<file path="src/rtl/mem_ctrl_pkg.sv">
// Shared encodings and constants for the memory controller and its byte serializer.
package mem_ctrl_pkg;

  typedef enum logic [1:0] {
    ST_IDLE  = 2'd0,
    ST_READ  = 2'd1,
    ST_WRITE = 2'd2
  } state_t;

  typedef enum logic {
    SRC_LS = 1'b0,
    SRC_IF = 1'b1
  } src_t;

  localparam logic [1:0]  IO_REGION = 2'b11;

  localparam logic [2:0]  SIZE_BYTE = 3'd1;
  localparam logic [2:0]  SIZE_HALF = 3'd2;
  localparam logic [2:0]  SIZE_WORD = 3'd4;

  localparam logic [31:0] ZERO_DATA = 32'h0;

endpackage

</file>
<file path="src/rtl/mem_ctrl_byte_serializer.sv">
// Walks one 1/2/4-byte access over the byte-wide RAM port: address stepping,
// little-endian byte capture for reads, byte drive and IO back-pressure for writes.
module mem_byte_serializer
  import mem_ctrl_pkg::*;
#(
  parameter int         ADDR_WIDTH   = 32,
  parameter int         DATA_WIDTH   = 32,
  parameter logic [1:0] IO_ADDR_BITS = IO_REGION
) (
  input  logic                  clk,
  input  logic                  rst,
  input  logic                  ena,
  input  state_t                state,
  input  logic                  start,
  input  logic [ADDR_WIDTH-1:0] start_addr,
  input  logic [DATA_WIDTH-1:0] start_data,
  input  logic [2:0]            start_size,
  input  logic [7:0]            mem_din,
  input  logic                  io_buffer_full,
  output logic [ADDR_WIDTH-1:0] mem_a,
  output logic [7:0]            mem_dout,
  output logic                  mem_wr,
  output logic                  done,
  output logic [DATA_WIDTH-1:0] rdata
);

  logic [ADDR_WIDTH-1:0] base;
  logic [DATA_WIDTH-1:0] wdata;
  logic [DATA_WIDTH-1:0] acc;
  logic [DATA_WIDTH-1:0] acc_next;
  logic [2:0]            size;
  logic [2:0]            cnt;
  logic                  resume;
  logic                  rd;
  logic                  wr;
  logic                  io_stall;
  logic                  wr_go;
  logic                  capture;

  assign rd       = (state == ST_READ);
  assign wr       = (state == ST_WRITE);
  assign io_stall = (base[17:16] == IO_ADDR_BITS) && io_buffer_full;
  assign wr_go    = wr && ena && !io_stall;
  // In READ, cnt = k captures byte k-1; the cycle after a freeze re-presents that byte's address.
  assign capture  = rd && ena && !resume && (cnt != 3'd0);

  assign mem_wr   = wr_go;
  assign mem_a    = base + ADDR_WIDTH'(resume ? cnt - 3'd1 : cnt);
  assign mem_dout = 8'(wdata >> {cnt, 3'b000});
  assign done     = (wr_go && (cnt == size - 3'd1)) || (capture && (cnt == size));
  assign rdata    = acc_next;

  // NOTE: every variable assigned in always_comb gets a default first, so no path can infer a latch.
  always_comb begin
    acc_next = acc;
    for (int i = 0; i < DATA_WIDTH / 8; i++) begin
      if (capture && (cnt == 3'(i + 1))) acc_next[8*i +: 8] = mem_din;
    end
  end

  // NOTE: the data registers are reset too (not only control), because mem_a and mem_dout must read 0 during reset.
  always_ff @(posedge clk or negedge rst) begin
    if (!rst) begin
      base   <= '0;
      wdata  <= '0;
      acc    <= '0;
      size   <= '0;
      cnt    <= '0;
      resume <= 1'b0;
    end else if (start) begin
      base   <= start_addr;
      wdata  <= start_data;
      size   <= start_size;
      cnt    <= '0;
      acc    <= '0;
      resume <= 1'b0;
    end else if (!ena) begin
      if (rd && (cnt != 3'd0)) resume <= 1'b1;
    end else if (resume) begin
      resume <= 1'b0;
    end else begin
      if ((rd && (cnt != size)) || wr_go) cnt <= cnt + 3'd1;
      acc <= acc_next;
    end
  end

endmodule

</file>
<file path="src/rtl/mem_ctrl.sv">
// Arbitrates load/store and fetch requests onto the byte-wide RAM port; LS wins,
// rollback flushes fetches and loads but lets stores finish.
module mem_ctrl
  import mem_ctrl_pkg::*;
#(
  parameter int         ADDR_WIDTH   = 32,
  parameter int         DATA_WIDTH   = 32,
  parameter logic [1:0] IO_ADDR_BITS = IO_REGION
) (
  input  logic                  clk,
  input  logic                  rst,
  input  logic                  ena,
  input  logic                  in_rollback,
  input  logic                  in_ls_ena,
  input  logic                  in_ls_iswrite,
  input  logic [ADDR_WIDTH-1:0] in_ls_addr,
  input  logic [DATA_WIDTH-1:0] in_ls_data,
  input  logic [2:0]            in_ls_size,
  output logic                  out_ls_ready,
  output logic [DATA_WIDTH-1:0] out_ls_data,
  input  logic                  in_if_ena,
  input  logic [ADDR_WIDTH-1:0] in_if_addr,
  output logic                  out_if_ready,
  output logic [31:0]           out_if_data,
  input  logic [7:0]            mem_din,
  output logic [7:0]            mem_dout,
  output logic [ADDR_WIDTH-1:0] mem_a,
  output logic                  mem_wr,
  input  logic                  io_buffer_full
);

  state_t                state;
  src_t                  owner;
  logic                  ls_pend, ls_wr, if_pend;
  logic [ADDR_WIDTH-1:0] ls_addr, if_addr;
  logic [DATA_WIDTH-1:0] ls_data;
  logic [2:0]            ls_size;

  logic                  ls_busy, if_busy, ls_new, if_new, ls_want, if_want;
  logic                  launch_ls, launch_if, start, done;
  logic                  sel_wr;
  logic [ADDR_WIDTH-1:0] sel_ls_addr, sel_if_addr;
  logic [DATA_WIDTH-1:0] sel_data, rdata;
  logic [2:0]            sel_size;

  assign ls_busy = ls_pend || ((state != ST_IDLE) && (owner == SRC_LS));
  assign if_busy = if_pend || ((state != ST_IDLE) && (owner == SRC_IF));
  // A repeat pulse from a busy source is ignored; rollback drops loads and fetches but keeps stores.
  assign ls_new  = in_ls_ena && !ls_busy && !(in_rollback && !in_ls_iswrite);
  assign if_new  = in_if_ena && !if_busy && !in_rollback;
  assign ls_want = (ls_pend && !(in_rollback && !ls_wr)) || ls_new;
  assign if_want = (if_pend && !in_rollback) || if_new;

  assign sel_wr      = ls_pend ? ls_wr   : in_ls_iswrite;
  assign sel_ls_addr = ls_pend ? ls_addr : in_ls_addr;
  assign sel_data    = ls_pend ? ls_data : in_ls_data;
  assign sel_size    = ls_pend ? ls_size : in_ls_size;
  assign sel_if_addr = if_pend ? if_addr : in_if_addr;

  assign launch_ls = ena && (state == ST_IDLE) && ls_want;
  assign launch_if = ena && (state == ST_IDLE) && !ls_want && if_want;
  assign start     = launch_ls || launch_if;

  mem_byte_serializer #(
    .ADDR_WIDTH  (ADDR_WIDTH),
    .DATA_WIDTH  (DATA_WIDTH),
    .IO_ADDR_BITS(IO_ADDR_BITS)
  ) u_ser (
    .clk           (clk),
    .rst           (rst),
    .ena           (ena),
    .state         (state),
    .start         (start),
    .start_addr    (launch_ls ? sel_ls_addr : sel_if_addr),
    .start_data    (sel_data),
    .start_size    (launch_ls ? sel_size : SIZE_WORD),
    .mem_din       (mem_din),
    .io_buffer_full(io_buffer_full),
    .mem_a         (mem_a),
    .mem_dout      (mem_dout),
    .mem_wr        (mem_wr),
    .done          (done),
    .rdata         (rdata)
  );

  // NOTE: sequential state uses non-blocking assignments so every register samples pre-edge values.
  always_ff @(posedge clk or negedge rst) begin
    if (!rst) begin
      state        <= ST_IDLE;
      owner        <= SRC_LS;
      ls_pend      <= 1'b0;
      ls_wr        <= 1'b0;
      ls_addr      <= '0;
      ls_data      <= '0;
      ls_size      <= '0;
      if_pend      <= 1'b0;
      if_addr      <= '0;
      out_ls_ready <= 1'b0;
      out_ls_data  <= '0;
      out_if_ready <= 1'b0;
      out_if_data  <= '0;
    end else begin
      out_ls_ready <= 1'b0;
      out_if_ready <= 1'b0;
      if (ena) begin
        ls_pend <= ls_want && !launch_ls;
        if_pend <= if_want && !launch_if;
        if (ls_new) begin
          ls_wr   <= in_ls_iswrite;
          ls_addr <= in_ls_addr;
          ls_data <= in_ls_data;
          ls_size <= in_ls_size;
        end
        if (if_new) if_addr <= in_if_addr;
        case (state)
          ST_IDLE: begin
            if (launch_ls) begin
              state <= sel_wr ? ST_WRITE : ST_READ;
              owner <= SRC_LS;
            end else if (launch_if) begin
              state <= ST_READ;
              owner <= SRC_IF;
            end
          end
          ST_READ: begin
            if (in_rollback) begin
              state <= ST_IDLE;
            end else if (done) begin
              state <= ST_IDLE;
              if (owner == SRC_LS) begin
                out_ls_ready <= 1'b1;
                out_ls_data  <= rdata;
              end else begin
                out_if_ready <= 1'b1;
                out_if_data  <= rdata[31:0];
              end
            end
          end
          ST_WRITE: begin
            if (done) begin
              state        <= ST_IDLE;
              out_ls_ready <= 1'b1;
              out_ls_data  <= DATA_WIDTH'(ZERO_DATA);
            end
          end
          default: state <= ST_IDLE;
        endcase
      end
    end
  end

endmodule

</file>
<file path="config.mk">
export PLATFORM = sky130hd
export DESIGN_NAME = mem_ctrl
export DESIGN_NICKNAME = d
export VERILOG_FILES = /design/src/rtl/mem_ctrl_pkg.sv /design/src/rtl/mem_ctrl_byte_serializer.sv /design/src/rtl/mem_ctrl.sv
export SDC_FILE = /design/constraint.sdc
export NUM_CORES = 1
export LEC_CHECK = 0
export BUFFER_PORTS_ARGS = -buffer_cell sky130_fd_sc_hd__buf_2
export CORE_MARGIN = 2
export CORE_UTILIZATION = 54
export DETAILED_ROUTE_END_ITERATION = 12
export MAX_ROUTING_LAYER = met4
export PLACE_DENSITY_LB_ADDON = 0.15
export SKIP_CTS_REPAIR_TIMING = 1
export SYNTH_ARGS = -nofsm -noshare
export SYNTH_HDL_FRONTEND = slang
export SYNTH_SLANG_ARGS = --single-unit
export TNS_END_PERCENT = 50
</file>
<file path="constraint.sdc">
create_clock -name clk -period 8.8 [get_ports clk]
set_input_delay 1.76 -clock clk [delete_from_list [all_inputs] [get_ports clk]]
set_output_delay 1.76 -clock clk [all_outputs]
set_load 0.02 [all_outputs]
</file>
==> flow_summary.yaml <==
status:
  outcome: "finished clean"
sta:
  setup_viol: 0
  skew_ps: 11.1
  fin_crit_sh_pct: 72.6
  max_clock_freq_ghz: 0.156
  fin_crit_ps: 6390
  finalWorstSetupSlack_ps: 2410
  hold_ws_ps: 472
  tns_ps: 0
  worst_slew_pin_slew_ps: 1150
  relSlewSlack_pct: 23.0
  rsz0062_at_grt: "no"
  final_hold_viol_count: 0
  slew_violations: 0
critical_path:
  critPathMaxFanout: 15
  rrSetupSlack_ps: 5150
  critPathLaunch: "u_ser.cnt[0]$_DFFE_PN0P_"
  r2r_start: "state[0]$_DFFE_PN0P_"
  r2r-end: "u_ser.wdata[3]$_DFFE_PN0N_"
  cp.arrival_ps: 4630
  startpoint_type: "flip-flop"
  crit_required_ps: 7040
  crit_type: "flip-flop to output port"
  reg2reg_depth: 9
  endpoint_kind: "output port"
min_path:
  hold_path_class: "flip-flop to flip-flop"
  worstHoldStart: "out_ls_data[14]$_DFFE_PN0P_"
  hold_path_depth: 2
  hold_end: "out_ls_data[14]$_DFFE_PN0P_"
power_and_ir_drop:
  p_leak_nw: 8.03
  power_density_nw_per_um2: 380
  vdd_ir_drop_max_v: 0.000209
floorplanning:
  core_area_um2: 25100
  ios: 222
  start_util_pct: 54.8
  die_x_um: 164
  fp.dieH_um: 164
  std_cell_rows: 58
  die-area_um2: 26800
layout:
  multiInputGateArea_um2: 6520
  nNetsFinal: 1609
  layout_commonest_cell: "dfrtp_1"
  seq_area_um2: 6860
  layout-drive-gt1-share_pct: 29.4
  syn2layout_area_growth_pct: 16.7
  final_cell_mix: "dfrtp_1, buf_2, nand2_1"
  nFillCells: 2076
routing:
  vias: 10100
  drcViolationCount: 0
  drt-initial-drc-count: 777
  viasPerCell: 5.56
  routedWlPerCell_um: 18.1
  ant_nets: 0
  drtPass1Iterations: 5
  wirelength_um: 32700
logic_synthesis:
  synth.yosys.seq_area_share_pct: 49.8
  synth_xor_area_share_pct: 2.56
  synthArstFlopShare_pct: 100
  synth_seq_cells: 274
  synth_top_area_share_pct: 49.8
  synth_top_family_by_area: "multiplexers"
  yosysWarningCount: 0
  synthMuxAreaShare_pct: 19.6
  synth_compound_area_share_pct: 12.0
  syn_area_um2: 13800
  avgSynthCellArea_um2: 10.8
  synthFlopType: "dfrtp_1"
  synth_edf_count: 0
  ys_types: 59
  syn-num-nets: 1426
  synthTopCellsByArea: "dfrtp_1, mux2_2, mux2i_1"
  yosysTopAreaCell: "dfrtp_1"
  netlist_instances: 1268
  synth_adder_area_share_pct: 3.97
  synthSimpleGateAreaFrac_pct: 9.06
grt:
  grt_pass1_vias: 10100
  antenna_found_initial: 6
  grt_pass1_wl_um: 53000
  grt_max_degree: 163
  grt_overflow_total: 0
  grt_usage_pct: 25.6
place:
  gp_congestion: 0.900
  hpwlAfterDp_um: 22100
  port_buffers: 221
  place_ws_ps: 2970
clock_tree:
  clock-sinks: 274
  clock_path_buffers: 3
  cts_made_buffers: 29
  tritoncts: "done"
  cts.reportedPaths.clkPinSlew_ps: 60
  htreeDepth: 1
  clkLatencyLatePin_ps: 560
  cts-root-buf: "clkbuf_16"
run:
  cap_viol_max_count: 0
[cells by family (layout without fill, tap and decap cells)]
family	after synthesis	count (layout)
other cells	0	6
flops	274	274
buf+inv	94	300
simple gates	295	295
compound gates	281	281
mux	243	243
xor+xnor	38	38
fa+ha+maj	43	43
[where the power goes]
group	switching, mW	leakage (nW)	internal (mW)
Sequential	0.364	3.49	1.80
Combinational	1.56	4.05	1.12
Clock	0.506	0.487	0.749
Total	2.43	8.03	3.67
[state kept, by name (all words and copies together) (netlist names), 3 cells and up]
signal and cells:
u_ser.acc 32, u_ser.size 3, out_ls_data 32, ls_size 3, if_addr 32, u_ser.base 32
ls_data 32, out_if_data 32, u_ser.cnt 3, u_ser.wdata 32, ls_addr 32
[critical path, stage by stage, from the launching register on]
cell,delay [ps]
dfrtp_1,860
inv_1,200
ha_1,360
mux2i_1,310
ha_1,220
a211oi_1,80
o21ai_0,310
nand4_1,180
a2111oi_0,770
o31a_1,290
a221o_1,180
xor2_1,140
buf_2,180
[layer usage]
layer / vias to the layer above / wire length [µm] / track usage, %
li1: 4864 / - / -
met5: - / 0 / -
met2: 268 / 14500 / 38.2
met4: 0 / 573 / 5.46
met3: 38 / 2040 / 4.49
met1: 4901 / 15600 / 37.0
[layout make-up]
type	count	area share, %
flip-flops and latches	274	42.8
multi-input cells	900	40.6
repair buffers	230	7.45
clock buffers	44	5.25
well taps	330	2.57
clock inverters	10	0.897
inverters	16	0.374
diodes	6	0.0936
[cell usage after synthesis, types with 3 or more instances]
| cell type | count |
|---|---|
| a31oi_1 | 6 |
| inv_1 | 16 |
| buf_2 | 13 |
| xor2_1 | 12 |
| nor2_1 | 82 |
| mux2_2 | 133 |
| mux4_2 | 8 |
| o21bai_1 | 5 |
| ha_1 | 42 |
| buf_1 | 13 |
| nand3_1 | 11 |
| a211oi_1 | 3 |
| o31ai_1 | 34 |
| dfrtp_1 | 274 |
| nand4_1 | 8 |
| buf_6 | 3 |
| nand2b_1 | 5 |
| and2_1 | 10 |
| o22ai_1 | 3 |
| and3_1 | 4 |
| o21ai_0 | 121 |
| nand2_1 | 158 |
| nor2b_1 | 4 |
| mux2i_1 | 101 |
| a21oi_1 | 68 |
| xnor2_1 | 25 |
| a21o_1 | 19 |
| clkbuf_1 | 47 |
[worst max-delay path by stage]
stage,to,slack [ps]
5_1_grt,mem_a[27],2000
4_1_cts,mem_a[29],2350
2_1_floorplan,mem_a[29],1210
3_5_place_dp,mem_a[29],2970
3_3_place_gp,mem_a[29],3060
6_report,mem_a[29],2410
[through the flow]
step | util, % | power [mW] | std cells | cell area [µm²]
finish | 63.9 | 6.10 | 1810 | 16000
global placement | 59.9 | 4.79 | 1750 | 15000
detailed placement | 59.9 | 4.86 | 1750 | 15000
CTS | 63.9 | 6.14 | 1804 | 16000
floorplan | - | 4.04 | 1268 | 13800
global route | 63.9 | 6.54 | 1810 | 16000
Note: power is estimated with default switching activity, not from simulation.
